--- src/rtl/sbox_share_scheduler_if.sv ---
// Request/response handshake bundle between the masked S-box scheduler and its
// two requesters (round datapath and key schedule).
interface sbox_share_scheduler_if #(
  parameter int DTAG_W = 4,
  parameter int KTAG_W = 2
);
  logic              req_d_valid;
  logic [15:0]       req_d_data;
  logic [DTAG_W-1:0] req_d_tag;
  logic              req_d_ready;

  logic              req_k_valid;
  logic [15:0]       req_k_data;
  logic [KTAG_W-1:0] req_k_tag;
  logic              req_k_ready;

  logic              rsp_d_valid;
  logic              rsp_k_valid;
  logic [15:0]       rsp_data;
  logic [DTAG_W-1:0] rsp_tag;

  modport master (
    output req_d_valid, req_d_data, req_d_tag,
    input  req_d_ready,
    output req_k_valid, req_k_data, req_k_tag,
    input  req_k_ready,
    input  rsp_d_valid, rsp_k_valid, rsp_data, rsp_tag
  );

  modport slave (
    input  req_d_valid, req_d_data, req_d_tag,
    output req_d_ready,
    input  req_k_valid, req_k_data, req_k_tag,
    output req_k_ready,
    output rsp_d_valid, rsp_k_valid, rsp_data, rsp_tag
  );
endinterface

--- src/rtl/sbox_share_scheduler.sv ---
// Shares one pipelined first-order masked AES S-box between the round datapath
// and the key schedule; a shadow pipeline routes each result back to its owner.
module sbox_share_scheduler #(
  parameter int SBOX_LAT = 6,
  parameter int DTAG_W   = 4,
  parameter int KTAG_W   = 2
) (
  input  logic                              clk,
  input  logic                              rst_n,
  input  logic                              flush,
  input  logic                              prng_valid,
  sbox_share_scheduler_if.slave             bus,
  output logic [15:0]                       sbox_in,
  input  logic [15:0]                       sbox_out,
  output logic [$clog2(SBOX_LAT+1)-1:0]     inflight_cnt,
  output logic                              idle
);

  localparam int CNT_W = $clog2(SBOX_LAT + 1);
  localparam logic [CNT_W-1:0] CNT_ONE = CNT_W'(1);

  typedef enum logic {
    OWN_D = 1'b0,
    OWN_K = 1'b1
  } owner_t;

  owner_t              last_grant;
  owner_t              grant;
  logic                can_issue;
  logic                issue;
  logic                pipe_exit;
  logic [DTAG_W-1:0]   issue_tag;

  logic [SBOX_LAT-1:0] sh_valid;
  owner_t              sh_owner [SBOX_LAT];
  logic [DTAG_W-1:0]   sh_tag   [SBOX_LAT];

  // Round-robin: on a tie the requester that did not win last time goes first.
  always_comb begin
    can_issue = prng_valid & ~flush & rst_n;
    grant     = OWN_D;
    if (bus.req_d_valid && bus.req_k_valid) begin
      grant = (last_grant == OWN_K) ? OWN_D : OWN_K;
    end else if (bus.req_k_valid) begin
      grant = OWN_K;
    end
    issue           = can_issue & (bus.req_d_valid | bus.req_k_valid);
    bus.req_d_ready = can_issue & bus.req_d_valid & (grant == OWN_D);
    bus.req_k_ready = can_issue & bus.req_k_valid & (grant == OWN_K);
    issue_tag       = (grant == OWN_D) ? bus.req_d_tag : DTAG_W'(bus.req_k_tag);
    // Zero shares when idle so a stale masked value is never re-presented.
    sbox_in = '0;
    if (issue) begin
      sbox_in = (grant == OWN_D) ? bus.req_d_data : bus.req_k_data;
    end
  end

  assign pipe_exit = sh_valid[SBOX_LAT-1];

  always_ff @(posedge clk or negedge rst_n) begin
    if (!rst_n) begin
      last_grant   <= OWN_K;
      sh_valid     <= '0;
      inflight_cnt <= '0;
      for (int unsigned i = 0; i < SBOX_LAT; i++) begin
        sh_owner[i] <= OWN_D;
        sh_tag[i]   <= '0;
      end
    end else begin
      if (issue) begin
        last_grant <= grant;
      end
      sh_valid    <= flush ? '0 : {sh_valid[SBOX_LAT-2:0], issue};
      sh_owner[0] <= grant;
      sh_tag[0]   <= issue_tag;
      for (int unsigned i = 1; i < SBOX_LAT; i++) begin
        sh_owner[i] <= sh_owner[i-1];
        sh_tag[i]   <= sh_tag[i-1];
      end
      if (flush) begin
        inflight_cnt <= '0;
      end else if (issue && !pipe_exit) begin
        inflight_cnt <= inflight_cnt + CNT_ONE;
      end else if (!issue && pipe_exit) begin
        inflight_cnt <= inflight_cnt - CNT_ONE;
      end
    end
  end

  assign bus.rsp_d_valid = pipe_exit & (sh_owner[SBOX_LAT-1] == OWN_D);
  assign bus.rsp_k_valid = pipe_exit & (sh_owner[SBOX_LAT-1] == OWN_K);
  assign bus.rsp_data    = sbox_out;
  assign bus.rsp_tag     = sh_tag[SBOX_LAT-1];
  assign idle            = (inflight_cnt == '0) & ~bus.req_d_valid & ~bus.req_k_valid;

endmodule

--- src/flat_wrapper.sv ---
// flat-port wrapper written by rule: the top's interface ports become plain ports
module sbox_share_scheduler_flat 
#(
  parameter int SBOX_LAT = 6,
  parameter int DTAG_W   = 4,
  parameter int KTAG_W   = 2
)
  (clk, rst_n, flush, prng_valid, sbox_in, sbox_out, inflight_cnt, idle, bus_req_d_valid, bus_req_d_data, bus_req_d_tag, bus_req_d_ready, bus_req_k_valid, bus_req_k_data, bus_req_k_tag, bus_req_k_ready, bus_rsp_d_valid, bus_rsp_k_valid, bus_rsp_data, bus_rsp_tag);
  sbox_share_scheduler_if #(.DTAG_W(DTAG_W), .KTAG_W(KTAG_W)) bus_i ();
  input  logic clk;
  input  logic rst_n;
  input  logic flush;
  input  logic prng_valid;
  output logic [15:0] sbox_in;
  input  logic [15:0] sbox_out;
  output logic [$clog2(SBOX_LAT+1)-1:0] inflight_cnt;
  output logic idle;
  input wire logic [$bits(bus_i.req_d_valid)-1:0] bus_req_d_valid;
  input wire logic [$bits(bus_i.req_d_data)-1:0] bus_req_d_data;
  input wire logic [$bits(bus_i.req_d_tag)-1:0] bus_req_d_tag;
  output wire logic [$bits(bus_i.req_d_ready)-1:0] bus_req_d_ready;
  input wire logic [$bits(bus_i.req_k_valid)-1:0] bus_req_k_valid;
  input wire logic [$bits(bus_i.req_k_data)-1:0] bus_req_k_data;
  input wire logic [$bits(bus_i.req_k_tag)-1:0] bus_req_k_tag;
  output wire logic [$bits(bus_i.req_k_ready)-1:0] bus_req_k_ready;
  output wire logic [$bits(bus_i.rsp_d_valid)-1:0] bus_rsp_d_valid;
  output wire logic [$bits(bus_i.rsp_k_valid)-1:0] bus_rsp_k_valid;
  output wire logic [$bits(bus_i.rsp_data)-1:0] bus_rsp_data;
  output wire logic [$bits(bus_i.rsp_tag)-1:0] bus_rsp_tag;
  assign bus_i.req_d_valid = bus_req_d_valid;
  assign bus_i.req_d_data = bus_req_d_data;
  assign bus_i.req_d_tag = bus_req_d_tag;
  assign bus_req_d_ready = bus_i.req_d_ready;
  assign bus_i.req_k_valid = bus_req_k_valid;
  assign bus_i.req_k_data = bus_req_k_data;
  assign bus_i.req_k_tag = bus_req_k_tag;
  assign bus_req_k_ready = bus_i.req_k_ready;
  assign bus_rsp_d_valid = bus_i.rsp_d_valid;
  assign bus_rsp_k_valid = bus_i.rsp_k_valid;
  assign bus_rsp_data = bus_i.rsp_data;
  assign bus_rsp_tag = bus_i.rsp_tag;
  sbox_share_scheduler #(.SBOX_LAT(SBOX_LAT), .DTAG_W(DTAG_W), .KTAG_W(KTAG_W)) u_core (.clk(clk), .rst_n(rst_n), .flush(flush), .prng_valid(prng_valid), .bus(bus_i), .sbox_in(sbox_in), .sbox_out(sbox_out), .inflight_cnt(inflight_cnt), .idle(idle));
endmodule
--- config.mk ---
export PLATFORM = sky130hd
export DESIGN_NAME = sbox_share_scheduler_flat
export DESIGN_NICKNAME = d
export VERILOG_FILES = /design/src/rtl/sbox_share_scheduler_if.sv /design/src/rtl/sbox_share_scheduler.sv /design/src/flat_wrapper.sv
export SDC_FILE = /design/constraint.sdc
export NUM_CORES = 1
export LEC_CHECK = 0
export ABC_AREA = 1
export BUFFER_PORTS_ARGS = -buffer_cell sky130_fd_sc_hd__buf_4
export CORE_MARGIN = 1
export CORE_UTILIZATION = 25
export DETAILED_ROUTE_END_ITERATION = 6
export REMOVE_ABC_BUFFERS = 1
export SLEW_MARGIN = 10
export SYNTH_ARGS = -nofsm -noshare
export SYNTH_HDL_FRONTEND = slang
export SYNTH_SLANG_ARGS = --single-unit
--- constraint.sdc ---
create_clock -name clk -period 1.7 [get_ports clk]
set_input_delay 0.34 -clock clk [delete_from_list [all_inputs] [get_ports clk]]
set_output_delay 0.34 -clock clk [all_outputs]
set_load 0.05 [all_outputs]
==> results.ini <==
[global_routing]
grt_pass1_vias=1310
grt.total_usage_pct=10.9
grt_pass1_wl_um=6170
grt-ovfl-total=0
grt_max_degree=41
antenna_found_initial=0

[sta]
fmax_mhz=535
endpoints_failing_hold=0
finalWorstPathRequiredPeriod_ps=1870
max-slew-margin-rel_pct=68.1
fin_skew_ps=2.95
final_max_slew_viol_count=0
worst_pin_slew_ps=479
report.final.setup_viol=18
postLayoutSetupSlackWorst_ps=-171
unrepaired_setup_endpoints_after_global_routing=true
totalNegativeSetupSlack_ps=-2640
post-route-period-util_pct=110

[worst_hold_path]
worst_hold_path_type=in -> async

[setup_path]
crit_path_end_kind=output port
crit_slowest_cell=dfstp_2
timing.critical_path.arrival_ps=1530
worst_setup_path_start_kind=register
reg2reg_slack_ps=150
timing.critical_path.fanout_max=11
req_time_crit_path_ps=1360
critical_path.max_stage_delay_ps=390
crit_type=reg -> out
critical_path.cell_chain=a21oi_4, buf_4, buf_12, nand2_1, a21oi_2, buf_6

[floorplanning]
die_height_um=87.6
start_util_pct=26.4
die_x_um=87.6
rows=30
pin_count=104
core_area_mm2=0.00694
dieArea_mm2=0.00767

[power_and_ir_drop]
swShare_pct=27.1
intPower_mw=1.88
design_power_total_mw=2.57
power_switching_mw=0.697
power.density_cell_area_mw_per_mm2=952
power.sequential.fraction_pct=42.2
vdd_ir_drop_max_mv=0.337
leak_pwr_nw=1.34
power_frac_clock_pct=33.9
comb_power_share_pct=23.9

[route]
drt-vias-per-instance=4.02
routed_wire_length_per_instance_um=11.6
post-route-drc-count=0
vias=1362
finalWirelength_um=3920
routed_antenna_nets=0
drt_first_iter_violations=27
drt-pass1-iter-count=3

[placement]
detailedPlacementHpwl_um=2620
pre_cts_ws_ps=-10.4
routabilityCongestion=0.714
io_port_bufs=71
placed_cells=322

[cts]
cts.sink_count=40
worst_setup_hold_path_clk_slew_ps=70
insertion_delay_ps=280
cts_made_buffers=5
cts_tree=built
clock_tree.htree_level_count=2
cts.path.max_buffers=2
ctsRootBufferMaster=clkbuf_8

[synth]
netlist_instances=176
share_of_synthesized_flip_flops_with_an_asynchronous_set_or_reset_pct=100
netlist-cell-type-count=21
yosysSeqAreaShare_pct=54.7
synth.avg_cell_area_um2=10.4
post_synth_most_frequent_cells=nand2_1, dfrtp_1, buf_4
portion_of_synthesized_cell_area_occupied_by_the_leading_cell_type_pct=53.3
yosysTopAreaCell=dfrtp_1
cell_with_the_most_instances_after_synthesis=nand2_1
yosys_warnings=0
synth_seq_cells=40
post_synth_instance_area_mm2=0.00183
synth.area.top_cells=dfrtp_1, buf_4, nand2_1
synth_enable_flop_cells=0
synth_top_flop_cell=dfrtp_1

[cells_and_area]
filler_cell_count=683
layout.cells.non_filler=339
antennaDiodeCount=0
multi_input_area_um2=591
design.final.nets=304
syn_to_final_growth_pct=47.5
regArea_mm2=0.00100
post_route_cells_drive_above_1_share_pct=56.0

[run]
cap_viol_max_count=0

[outcome]
violations=negative setup slack
run_status=complete, but fails checks

## layout make-up
| class | instances | share of cell area [%] |
|---|---|---|
| Inverter | 18 | 2.96 |
| Timing Repair Buffer | 85 | 28.1 |
| Timing Repair inverter | 2 | 0.833 |
| Clock buffer | 5 | 2.55 |
| Multi-Input combinational cell | 91 | 21.9 |
| Sequential cell | 40 | 37.1 |
| Tap cell | 96 | 4.44 |
| Clock inverter | 2 | 2.22 |
## state kept, by name, summed over array words and instances, names as in the netlist
| name | flops |
|---|---|
| u_core.sh_owner | 6 |
| u_core.sh_valid | 6 |
| u_core.last_grant | 1 |
| u_core.bus.rsp_tag | 4 |
| u_core.inflight_cnt | 3 |
| u_core.sh_tag | 20 |
## through the flow
stage,utilization (%),cell area (um^2),hold slack [ps]
detailed placement,33.4,2320,335
global route,38.9,2700,180
finish,38.9,2700,136
floorplan,-,1610,44.4
global placement,33.4,2320,331
CTS,38.3,2660,153
## critical path: cells and delay by family, from the launching register on
family / cells / cell delay, ps
AO/OA/AOI/OAI: 2 / 340
buffers and inverters: 3 / 450
flip-flops: 1 / 390
AND/OR/NAND/NOR: 1 / 70
## placed cells by master, fill, tap and decap left out
| master | count |
|---|---|
| o21ai_2 | 1 |
| nand3_1 | 1 |
| nand3_4 | 1 |
| nand2_1 | 34 |
| bufinv_16 | 2 |
| buf_4 | 63 |
| nor2_2 | 1 |
| nand2_2 | 13 |
| a21oi_4 | 1 |
| fa_1 | 1 |
| nor4_4 | 1 |
| xnor2_1 | 1 |
| nand2_4 | 4 |
| nand3_2 | 1 |
| nor2_1 | 10 |
| buf_12 | 2 |
| nor2_8 | 1 |
| nand4_1 | 3 |
| buf_16 | 1 |
| inv_1 | 17 |
| dfstp_2 | 1 |
| clkinv_8 | 2 |
| buf_6 | 18 |
| clkbuf_8 | 5 |
| nor4_1 | 1 |
| inv_4 | 1 |
| a21oi_2 | 16 |
| dfrtp_1 | 39 |
| buf_8 | 1 |
## layer usage
metal / track usage [%] / vias to the layer above / wire (um)
met5: 0 / - / 0
met4: 4.47 / 0 / 38
met3: 5.56 / 5 / 513
met2: 16.4 / 96 / 1780
met1: 13.2 / 609 / 1590
li1: - / 652 / -
## power groups by stage
stage               sequential (mW)  clock [mW]  combinational, mW
finish                         1.08       0.873              0.615
global route                   1.09       0.947              0.666
CTS                            1.09       0.906              0.609
detailed placement             1.10           0              0.527
global placement               1.10           0              0.519
floorplan                      1.19           0              0.221
## repair_timing
item	CTS	global route
pin swaps	3	3
cloned	3	0
hold buffers	0	0
resized for setup	32	10
endpoints found under the setup margin	18	18
buffers inserted	6	1
## worst paths after layout
| kind | startpoint | to | depth (start not counted) |
|---|---|---|---|
| min in group clk | bus_req_d_tag[0] | u_core.sh_tag[20] | 3 |
| min | rst_n | u_core.sh_owner[3] | 2 |
| min reg2reg | u_core.sh_tag[9] | u_core.sh_tag[5] | 0 |
| max reg2reg | u_core.sh_valid[5] | u_core.inflight_cnt[2] | 8 |
| max in group asynchronous | rst_n | u_core.last_grant | 2 |
| max | u_core.last_grant | sbox_in[3] | 6 |
## kinds of logic (layout without fill, tap and decap cells)
group | after synthesis | count (layout) | share of synthesized area [%]
flops | 40 | 40 | 54.7
simple gates | 71 | 71 | 18.9
compound gates | 18 | 18 | 9.02
buf+inv | 45 | 112 | 15.8
fa+ha+maj | 1 | 1 | 1.09
xor+xnor | 1 | 1 | 0.478
Power figures use the tool's default switching activity.
